$ cat config.mk
export PLATFORM = sky130hd
export DESIGN_NAME = rv_net_arb_flat
export DESIGN_NICKNAME = d
export VERILOG_FILES = /design/src/rtl/rv_net_arb_if.sv /design/src/rtl/rv_net_arb.sv /design/src/flat_wrapper.sv
export SDC_FILE = /design/constraint.sdc
export NUM_CORES = 1
export LEC_CHECK = 0
export BUFFER_PORTS_ARGS = -buffer_cell sky130_fd_sc_hd__buf_4
export CAP_MARGIN = 40
export CORE_AREA = 2 2 90 92
export CTS_BUF_LIST = sky130_fd_sc_hd__clkbuf_16
export CTS_CLUSTER_DIAMETER = 60
export CTS_CLUSTER_SIZE = 12
export DETAILED_ROUTE_END_ITERATION = 10
export DIE_AREA = 0 0 92 94
export MAX_ROUTING_LAYER = met4
export SLEW_MARGIN = 10
export SYNTH_ARGS = -nofsm -noshare
export SYNTH_HDL_FRONTEND = slang
export SYNTH_SLANG_ARGS = --single-unit
export TNS_END_PERCENT = 20
$ cat constraint.sdc
create_clock -name clock -period 8.9 [get_ports clock]
set_input_delay 0.445 -clock clock [delete_from_list [all_inputs] [get_ports clock]]
set_output_delay 0.445 -clock clock [all_outputs]
set_load 0.005 [all_outputs]
$ cat src/rtl/rv_net_arb_if.sv
// rv_net_arb_if: requester-side and network-side streams
// of the packet arbiter, plus its status outputs.
interface rv_net_arb_if #(
    parameter int N_PORTS = 4,
    parameter int WIDTH   = 8
);
    logic [N_PORTS*WIDTH-1:0] t_dat;
    logic [N_PORTS-1:0]       t_valid;
    logic [N_PORTS-1:0]       t_ready;
    logic [WIDTH-1:0]         i_dat;
    logic                     i_valid;
    logic                     i_ready;
    logic [N_PORTS-1:0]       grant;
    logic                     busy;
    logic [15:0]              pkt_cnt;

    modport slave (
        input  t_dat, t_valid, i_ready,
        output t_ready, i_dat, i_valid,
        output grant, busy, pkt_cnt
    );

    modport master (
        output t_dat, t_valid, i_ready,
        input  t_ready, i_dat, i_valid,
        input  grant, busy, pkt_cnt
    );
endinterface

$ cat src/rtl/rv_net_arb.sv
// rv_net_arb: packet-level round-robin arbiter.
// A grant spans header, length and payload beats.
module rv_net_arb #(
    parameter int N_PORTS = 4,
    parameter int WIDTH   = 8
) (
    input  logic          clock,
    input  logic          reset,
    rv_net_arb_if.slave   bus
);
    localparam int IW = (N_PORTS > 1) ? $clog2(N_PORTS) : 1;

    typedef enum logic [1:0] {
        IDLE,
        HDR,
        LEN,
        BODY
    } state_t;

    state_t             state_q, state_d;
    logic [N_PORTS-1:0] grant_q, grant_d;
    logic [IW-1:0]      own_q, own_d;
    logic [IW-1:0]      rr_q, rr_d;
    logic [7:0]         cnt_q, cnt_d;
    logic [15:0]        pkt_cnt_q;
    logic [15:0]        pkt_cnt_d;
    logic [IW-1:0]      pick;
    logic               pick_vld;
    logic               owned;
    logic               xfer;
    logic               done;

    assign owned = (state_q != IDLE);

    // Owner's stream is wired straight through; others see ready=0.
    assign bus.i_dat   = owned ?
                         bus.t_dat[own_q*WIDTH +: WIDTH] : '0;
    assign bus.i_valid = owned & bus.t_valid[own_q];
    assign bus.t_ready = grant_q & {N_PORTS{bus.i_ready}};
    assign bus.grant   = grant_q;
    assign bus.busy    = owned;
    assign bus.pkt_cnt = pkt_cnt_q;

    assign xfer      = bus.i_valid & bus.i_ready;
    assign pkt_cnt_d = pkt_cnt_q + {15'd0, done};

    // First valid requester at or after rr, wrapping.
    always_comb begin
        pick     = '0;
        pick_vld = 1'b0;
        for (int i = N_PORTS - 1; i >= 0; i--) begin
            int j;
            j = int'(rr_q) + i;
            if (j >= N_PORTS) j = j - N_PORTS;
            if (bus.t_valid[j]) begin
                pick     = IW'(j);
                pick_vld = 1'b1;
            end
        end
    end

    // Next state: arbitrate in IDLE, count beats while owned.
    always_comb begin
        state_d = state_q;
        grant_d = grant_q;
        own_d   = own_q;
        rr_d    = rr_q;
        cnt_d   = cnt_q;
        done    = 1'b0;
        unique case (state_q)
            IDLE: begin
                if (pick_vld) begin
                    state_d       = HDR;
                    grant_d       = '0;
                    grant_d[pick] = 1'b1;
                    own_d         = pick;
                end
            end
            HDR: begin
                if (xfer) state_d = LEN;
            end
            LEN: begin
                if (xfer) begin
                    cnt_d = bus.i_dat[7:0];
                    if (bus.i_dat[7:0] == 8'd0) begin
                        done = 1'b1;
                    end else begin
                        state_d = BODY;
                    end
                end
            end
            BODY: begin
                if (xfer) begin
                    cnt_d = cnt_q - 8'd1;
                    if (cnt_q == 8'd1) done = 1'b1;
                end
            end
            default: state_d = IDLE;
        endcase
        if (done) begin
            state_d = IDLE;
            grant_d = '0;
            if (int'(own_q) == N_PORTS - 1) begin
                rr_d = '0;
            end else begin
                rr_d = own_q + IW'(1);
            end
        end
    end

    // State registers; reset abandons any packet in flight.
    always_ff @(posedge clock or negedge reset) begin
        if (!reset) begin
            state_q   <= IDLE;
            grant_q   <= '0;
            own_q     <= '0;
            rr_q      <= '0;
            cnt_q     <= '0;
            pkt_cnt_q <= '0;
        end else begin
            state_q   <= state_d;
            grant_q   <= grant_d;
            own_q     <= own_d;
            rr_q      <= rr_d;
            cnt_q     <= cnt_d;
            pkt_cnt_q <= pkt_cnt_d;
        end
    end
endmodule

$ cat src/flat_wrapper.sv
// flat-port wrapper written by rule: the top's interface ports become plain ports
module rv_net_arb_flat 
#(
    parameter int N_PORTS = 4,
    parameter int WIDTH   = 8
)
  (clock, reset, bus_t_dat, bus_t_valid, bus_i_ready, bus_t_ready, bus_i_dat, bus_i_valid, bus_grant, bus_busy, bus_pkt_cnt);
  rv_net_arb_if #(.N_PORTS(N_PORTS), .WIDTH(WIDTH)) bus_i ();
  input  logic clock;
  input  logic reset;
  input wire logic [$bits(bus_i.t_dat)-1:0] bus_t_dat;
  input wire logic [$bits(bus_i.t_valid)-1:0] bus_t_valid;
  input wire logic [$bits(bus_i.i_ready)-1:0] bus_i_ready;
  output wire logic [$bits(bus_i.t_ready)-1:0] bus_t_ready;
  output wire logic [$bits(bus_i.i_dat)-1:0] bus_i_dat;
  output wire logic [$bits(bus_i.i_valid)-1:0] bus_i_valid;
  output wire logic [$bits(bus_i.grant)-1:0] bus_grant;
  output wire logic [$bits(bus_i.busy)-1:0] bus_busy;
  output wire logic [$bits(bus_i.pkt_cnt)-1:0] bus_pkt_cnt;
  assign bus_i.t_dat = bus_t_dat;
  assign bus_i.t_valid = bus_t_valid;
  assign bus_i.i_ready = bus_i_ready;
  assign bus_t_ready = bus_i.t_ready;
  assign bus_i_dat = bus_i.i_dat;
  assign bus_i_valid = bus_i.i_valid;
  assign bus_grant = bus_i.grant;
  assign bus_busy = bus_i.busy;
  assign bus_pkt_cnt = bus_i.pkt_cnt;
  rv_net_arb #(.N_PORTS(N_PORTS), .WIDTH(WIDTH)) u_core (.clock(clock), .reset(reset), .bus(bus_i));
endmodule
==> results.sh, run 1 <==
export IMPL_std_cell_rows=32
export IMPL_crit_path_end_kind="register"
export IMPL_max_slew_margin_pct=46.1
export IMPL_fin_crit_sh_pct=41.4
export IMPL_gp_congestion=0.801
export IMPL_cts_sinks=34
export IMPL_postLayoutCellArea_um2=3020
export IMPL_worst_pin_slew_ns=0.806
export IMPL_ir_drop_mv=0.110
export IMPL_drc=0
export IMPL_ys_flop_type="dfrtp_1"
export IMPL_die_area_um2=8650
export IMPL_first_global_vias=1920
export IMPL_worstPathRequired_ns=9.10
export IMPL_syn_nets=258
export IMPL_switchingPower_mw=0.340
export IMPL_syn_inst=209
export IMPL_p_int_mw=0.535
export IMPL_port_buffers=72
export IMPL_setup_violations=0
export IMPL_cpMostUsedCell="ha_1"
export IMPL_ys_seq_area_share_pct=37.8
export IMPL_cts_tree="done"
export IMPL_crit_buf_inv=0
export IMPL_seqPwrFrac_pct=30.3
export IMPL_r2r_setup_slack_ns=5.22
export IMPL_p_per_area_nw_per_um2=290
export IMPL_leakage_nw=1.38
export IMPL_synth_edf_count=0
export IMPL_nFillCells=782
export IMPL_p_sw_share_pct=38.8
export IMPL_die_h_um=94
export IMPL_r2r_start="u_core.own_q[0]"
export IMPL_tns_ns=0
export IMPL_finalWirelength_um=5560
export IMPL_fin_util_pct=39.7
export IMPL_dr_pass1_iters=4
export IMPL_yosys_warnings=0
export IMPL_min_path_type="in2async"
export IMPL_grt_use_total_pct=14.0
export IMPL_finClkSkew_ns=0.00362
export IMPL_hold_buffers=0
export IMPL_async_flop_share_pct=100
export IMPL_status="completed"
export IMPL_antenna_found_initial=0
export IMPL_r2r_end="u_core.bus.pkt_cnt[12]"
export IMPL_crit_cells=10
export IMPL_yosysUniqueCellTypes=48
export IMPL_post_cts_resized=0
export IMPL_vias=1878
export IMPL_critPathArrivalTime_ns=3.88
export IMPL_p_total_mw=0.875
export IMPL_drive_above_1_share_pct=35.2
export IMPL_stdcell_count=386
export IMPL_start_kind="register"
export IMPL_cts_root_buf="clkbuf_16"
export IMPL_fmax_mhz=272
export IMPL_coreArea_um2=7610
export IMPL_dp_hpwl_um=4300
export IMPL_die_x_um=92
export IMPL_dp_cells=378
export IMPL_first_iter_violations=55
export IMPL_pwr_share_clk_pct=19.0
export IMPL_path_cells="mux4_1 > nor4_2 > a211oi_2 > nor3b_4 > ha_1 > ha_1 > nand2_1 > or2_2 > nor2_1 > xor2_1"
export IMPL_initial_core_util_pct=29.6
export IMPL_postRouteAntennaNets=0
export IMPL_grt_overflow=0
export IMPL_p_comb_share_pct=50.7
export IMPL_syn_area_per_cell_um2=10.8
export IMPL_slowest_delay_ns=0.73
export IMPL_ys_seq_elements=34
export IMPL_slowest_stage="dfrtp_1"
export IMPL_grt_first_pass_wirelength_um=9270
export IMPL_post_cts_buffers=0
export IMPL_dpl_cell_area_um2=2880
export IMPL_path_clk_slew_ns=0.06
export IMPL_period_needed_ns=3.68
export IMPL_syn_to_final_growth_pct=34.3
export IMPL_grt_max_degree=35
export IMPL_synthesis_area_um2=2250
export IMPL_ff2ff_path_depth=10
export IMPL_rsz0062_at_grt="false"
export IMPL_avgRoutedWirePerCell_um=14.4
export IMPL_finalHoldViolCount=0
export IMPL_clk_latency_ns=0.28
export IMPL_cts_made_buffers=5
export IMPL_maxCapViolations=0
export IMPL_cp_max_fo=15
export IMPL_crit_type="reg2reg"
export IMPL_ios=73
export IMPL_drv_slew=0
export IMPL_diodes=0
export IMPL_cts_path_max_buffers=2
export IMPL_htree_num_levels=2
export IMPL_nNetsFinal=332
export IMPL_viasPerCell=4.87
export IMPL_crit_family="simple AND/OR/NAND/NOR gates"
## area by class of cell
type | instances | area, um^2 | area share, %
multi-input combinational | 161 | 1330 | 43.9
inverter | 9 | 33.8 | 1.12
clock inverter | 3 | 16.3 | 0.539
clock buffer | 5 | 125 | 4.14
timing repair buffer | 72 | 541 | 17.9
tap | 102 | 128 | 4.23
sequential | 34 | 851 | 28.2
## sequential cells by signal, indices dropped and copies added (netlist names)
register	flops
u_core.bus.pkt_cnt	16
u_core.cnt_q	8
u_core.bus.grant	4
u_core.own_q	2
u_core.rr_q	2
u_core.state_q	2
## Yosys cell counts, types with 5 or more instances
master | instances | area share [%]
dfrtp_1 | 34 | 38
nor2_1 | 15 | 2.5
and2_1 | 13 | 3.6
nand2_1 | 12 | 2.0
xnor2_1 | 12 | 4.7
ha_1 | 10 | 5.6
inv_1 | 9 | 1.5
nand3_1 | 9 | 2.0
a21oi_1 | 8 | 1.8
nand4_1 | 6 | 1.7
mux2_2 | 5 | 2.5
nor3b_1 | 5 | 1.7
o21ai_0 | 5 | 1.1
## placed cells by master, fill, tap and decap left out, types with 5 or more instances in the layout
cell       instances
nor3b_1            5
nor2_1            15
dfrtp_1           34
and2_1            13
nand2_1           12
inv_1              9
mux2_2             5
nand4_1            6
nand3_1            9
clkbuf_16          5
ha_1              10
xnor2_1           12
a21oi_1            8
o21ai_0            5
buf_4             72
## worst max-delay path by stage
stage / to / slack [ns] / from
2_1_floorplan: u_core.bus.pkt_cnt[12] / 5.79 / u_core.own_q[0]
3_3_place_gp: u_core.bus.pkt_cnt[12] / 5.29 / u_core.own_q[0]
3_5_place_dp: u_core.bus.pkt_cnt[12] / 5.20 / u_core.own_q[0]
4_1_cts: u_core.bus.pkt_cnt[12] / 5.18 / u_core.own_q[0]
5_1_grt: u_core.bus.pkt_cnt[12] / 4.87 / u_core.own_q[0]
6_report: u_core.bus.pkt_cnt[12] / 5.22 / u_core.own_q[0]
## routing by layer
metal	global-route usage [%]	part of all wire (%)	up-vias	wire, um
met5	-	0	-	0
met4	3.98	0.97	0	54
met3	3.21	3.9	6	217
met2	23.0	50	40	2810
met1	17.4	45	909	2480
li1	-	-	923	-
## per-stage QoR
step           hold slack, ns  setup slack (ns)
4_1_cts                 0.137              5.18
6_report                0.109              5.22
2_1_floorplan           0.149              5.79
3_5_place_dp            0.435              5.20
5_1_grt                 0.155              4.87
3_3_place_gp            0.432              5.29
## cell families after synthesis
logic type / Yosys count / share of synthesized area, %
AO/OA/AOI/OAI: 35 / 11.6
multiplexers: 20 / 15.2
AND/OR/NAND/NOR: 82 / 21.1
adder cells (fa/ha/maj): 10 / 5.56
flip-flops: 34 / 37.8
XOR/XNOR: 14 / 5.45
buffers and inverters: 14 / 3.23
## power groups by stage
| stage | logic [mW] | registers (mW) | clock network (mW) |
|---|---|---|---|
| 6_report | 0.444 | 0.265 | 0.166 |
| 2_1_floorplan | 0.330 | 0.239 | 0 |
| 4_1_cts | 0.449 | 0.265 | 0.173 |
| 5_1_grt | 0.491 | 0.276 | 0.179 |
| 3_5_place_dp | 0.446 | 0.267 | 0 |
| 3_3_place_gp | 0.443 | 0.265 | 0 |
No activity file was read; power rests on OpenSTA's default activity.
==> inputs of run 2 (changes only) <==
--- a/config.mk
+++ b/config.mk
@@ -5,14 +5,15 @@
 export SDC_FILE = /design/constraint.sdc
 export NUM_CORES = 1
 export LEC_CHECK = 0
+export ABC_AREA = 1
 export BUFFER_PORTS_ARGS = -buffer_cell sky130_fd_sc_hd__buf_4
 export CAP_MARGIN = 40
-export CORE_AREA = 2 2 90 92
+export CORE_AREA = 2 2 96 98
 export CTS_BUF_LIST = sky130_fd_sc_hd__clkbuf_16
 export CTS_CLUSTER_DIAMETER = 60
 export CTS_CLUSTER_SIZE = 12
 export DETAILED_ROUTE_END_ITERATION = 10
-export DIE_AREA = 0 0 92 94
+export DIE_AREA = 0 0 98 100
 export MAX_ROUTING_LAYER = met4
 export SLEW_MARGIN = 10
 export SYNTH_ARGS = -nofsm -noshare
==> constraint.sdc (replaced) <==
create_clock -name clock -period 3.6 [get_ports clock]
set_input_delay 0.18 -clock clock [delete_from_list [all_inputs] [get_ports clock]]
set_output_delay 0.18 -clock clock [all_outputs]
set_load 0.005 [all_outputs]
==> run 2 against run 1 <==
Clock power up 150%. First-iteration DRC count up 38%. Register-to-register slack worse by 4.7 ns. Global-route usage down 0.31 points. Final area up 10%. Critical path depth up 9. Cell count up 42%. Critical endpoint is now u_core.bus.pkt_cnt[15].
==> results.sh, run 2 <==
export IMPL_async_flop_share_pct=100
export IMPL_syn_to_final_growth_pct=30.4
export IMPL_diodes=0
export IMPL_period_needed_ns=3.13
export IMPL_antenna_found_initial=0
export IMPL_drc=0
export IMPL_synth_top_cells_by_count="nand2_1 (108), inv_1 (69), dfrtp_1 (34), nand3_1 (31), nor2_1 (14)"
export IMPL_crit_path_end_kind="register"
export IMPL_met2_length_um=2820
export IMPL_largest_register_ffs=16
export IMPL_avgRoutedWirePerCell_um=11.2
export IMPL_dp_hpwl_um=4830
export IMPL_path_clk_slew_ns=0.06
export IMPL_coreArea_um2=8890
export IMPL_fin_crit_sh_pct=87.0
export IMPL_dr_pass1_iters=4
export IMPL_r2r_setup_slack_ns=0.47
export IMPL_critPathArrivalTime_ns=3.30
export IMPL_cts_sinks=34
export IMPL_post_cts_buffers=0
export IMPL_fin_ws_ns=0.468
export IMPL_maxCapViolations=0
export IMPL_grt_use_total_pct=13.7
export IMPL_grt_overflow=0
export IMPL_first_global_vias=2448
export IMPL_fmax_mhz=319
export IMPL_synth_compound_area_share_pct=9.80
export IMPL_max_slew_margin_pct=70.1
export IMPL_finalHoldViolCount=0
export IMPL_r2r_start="u_core.state_q[1]"
export IMPL_timing_hold_ws_ns=0.394
export IMPL_htree_num_levels=2
export IMPL_worstPathRequired_ns=3.76
export IMPL_yosysTopAreaCellShare_pct=33.3
export IMPL_viasPerCell=4.44
export IMPL_nFillCells=946
export IMPL_first_iter_violations=76
export IMPL_p_per_area_nw_per_um2=700
export IMPL_crit_type="reg2reg"
export IMPL_start_kind="register"
export IMPL_finalWirelength_um=6130
export IMPL_ys_top_cells_by_area="dfrtp_1 (33%), nand2_1 (16%), inv_1 (10%), nand3_1 (6.1%), ha_1 (4.9%)"
export IMPL_initial_core_util_pct=28.7
export IMPL_yosysTopAreaCell="dfrtp_1"
export IMPL_top_layer_used="met3"
export IMPL_cts_path_max_buffers=2
export IMPL_min_path_type="in2async"
export IMPL_port_buffers=72
export IMPL_postRouteAntennaNets=0
export IMPL_die_x_um=98
export IMPL_rsz0062_at_grt="false"
export IMPL_r2r_end="u_core.bus.pkt_cnt[15]"
export IMPL_synth_mux_area_share_pct=0
export IMPL_layout_common_cells="nand2_1 (108), buf_4 (74), inv_1 (69)"
export IMPL_ir_drop_mv=0.279
export IMPL_syn_nets=412
export IMPL_die_area_um2=9800
export IMPL_yosys_warnings=0
export IMPL_drv_slew=0
export IMPL_grt_first_pass_wirelength_um=10800
export IMPL_status="completed"
export IMPL_synth_edf_count=0
export IMPL_die_h_um=100
export IMPL_fin_util_pct=37.5
export IMPL_syn_area_per_cell_um2=7.03
export IMPL_preCtsSetupSlack_ns=0.344
export IMPL_cts_root_buf="clkbuf_16"
export IMPL_gp_congestion=0.809
export IMPL_wl_met1_um=2950
export IMPL_leakage_nw=1.91
export IMPL_finClkSkew_ns=0.00632
export IMPL_synth_top_family_by_area="simple AND/OR/NAND/NOR gates"
export IMPL_vias=2439
export IMPL_cts_tree="done"
export IMPL_dr_wl_met3_um=357
export IMPL_drive_above_1_share_pct=24.7
export IMPL_synth_fa_ha_area_share_pct=4.90
export IMPL_cp_max_fo=10
export IMPL_stdcell_count=549
export IMPL_synth_xor_area_share_pct=5.83
export IMPL_synthesis_area_um2=2550
export IMPL_ff2ff_path_depth=19
export IMPL_syn_inst=363
export IMPL_tns_ns=0
export IMPL_ys_seq_elements=34
export IMPL_yosysUniqueCellTypes=37
export IMPL_cts_made_buffers=5
export IMPL_grt_max_degree=35
export IMPL_std_cell_rows=35
export IMPL_clk_latency_ns=0.28
export IMPL_worst_pin_slew_ns=0.449
export IMPL_ios=73
export IMPL_ys_seq_area_share_pct=33.3
export IMPL_ys_flop_type="dfrtp_1"
export IMPL_setup_violations=0
export IMPL_layout_commonest_cell="nand2_1"
export IMPL_nNetsFinal=486
export IMPL_yosysMostFrequentCell="nand2_1"
export IMPL_yosys_area_share_simple_pct=32.3
export IMPL_dp_cells=540
==> run 2: where the power goes <==
part           internal [mW]  switching [mW]  total (mW)
logic                  0.525           0.808        1.33
clock network          0.252           0.160       0.412
registers              0.483           0.104       0.587
==> run 2: logic make-up (layout without fill, tap and decap cells) <==
family,after synthesis,count (layout)
xor+xnor,17,17
buf+inv,82,157
flops,34,34
fa+ha+maj,10,10
compound gates,41,41
simple gates,179,179
==> run 2: repair_timing <==
| item | CTS | global route |
|---|---|---|
| setup endpoints to repair | 0 | 1 |
| endpoints found under the hold margin | 34 | 0 |
| gates resized for setup | 0 | 2 |
| hold buffers | 1 | 0 |
==> run 2: cell type report <==
type                       count  area (um^2)  share of cell area [%]
multi-input combinational    247         1360                    40.7
clock inverter                 3         16.3                   0.488
tap                          111          139                    4.17
sequential                    34          852                    25.6
inverter                      74          278                    8.34
clock buffer                   5          125                    3.76
timing repair buffer          75          566                    17.0
==> run 2: per-layer routing <==
metal / track usage [%] / up-vias
met2: 22.5 / 63
li1: - / 1270
met5: - / -
met3: 2.99 / 0
met1: 17.4 / 1106
met4: 2.88 / 0
==> run 2: worst max-delay path, stage by stage, from the launching register on <==
cell and delay, ns:
dfrtp_1 0.44, inv_1 0.14, ha_1 0.26, inv_2 0.13, nand2_1 0.14, nand2_1 0.07
nor2_2 0.11, nand2_2 0.08, nand2_4 0.08, nand3_4 0.12, clkinv_1 0.09, ha_1 0.16
nand3_1 0.13, nor3_2 0.19, nand3_1 0.14, nor2_1 0.17, nand3_1 0.14, nor2_1 0.17
nand3_1 0.11, xnor2_1 0.13
==> run 2: worst max-delay path by stage <==
stage                            startpoint  depth (start not counted)                      to
after floorplan           u_core.state_q[1]                         19  u_core.bus.pkt_cnt[14]
after global placement      u_core.own_q[1]                         17  u_core.bus.pkt_cnt[14]
after detailed placement  u_core.state_q[1]                         19  u_core.bus.pkt_cnt[14]
after CTS                 u_core.state_q[1]                         19  u_core.bus.pkt_cnt[14]
after global routing      u_core.state_q[1]                         19  u_core.bus.pkt_cnt[15]
final                     u_core.state_q[1]                         19  u_core.bus.pkt_cnt[15]
==> run 2: per-stage QoR <==
stage,total power [mW],area (um^2)
global route,2.60,3330
detailed placement,1.94,3170
floorplan,1.55,2550
global placement,1.91,3170
CTS,2.37,3320
finish,2.33,3330
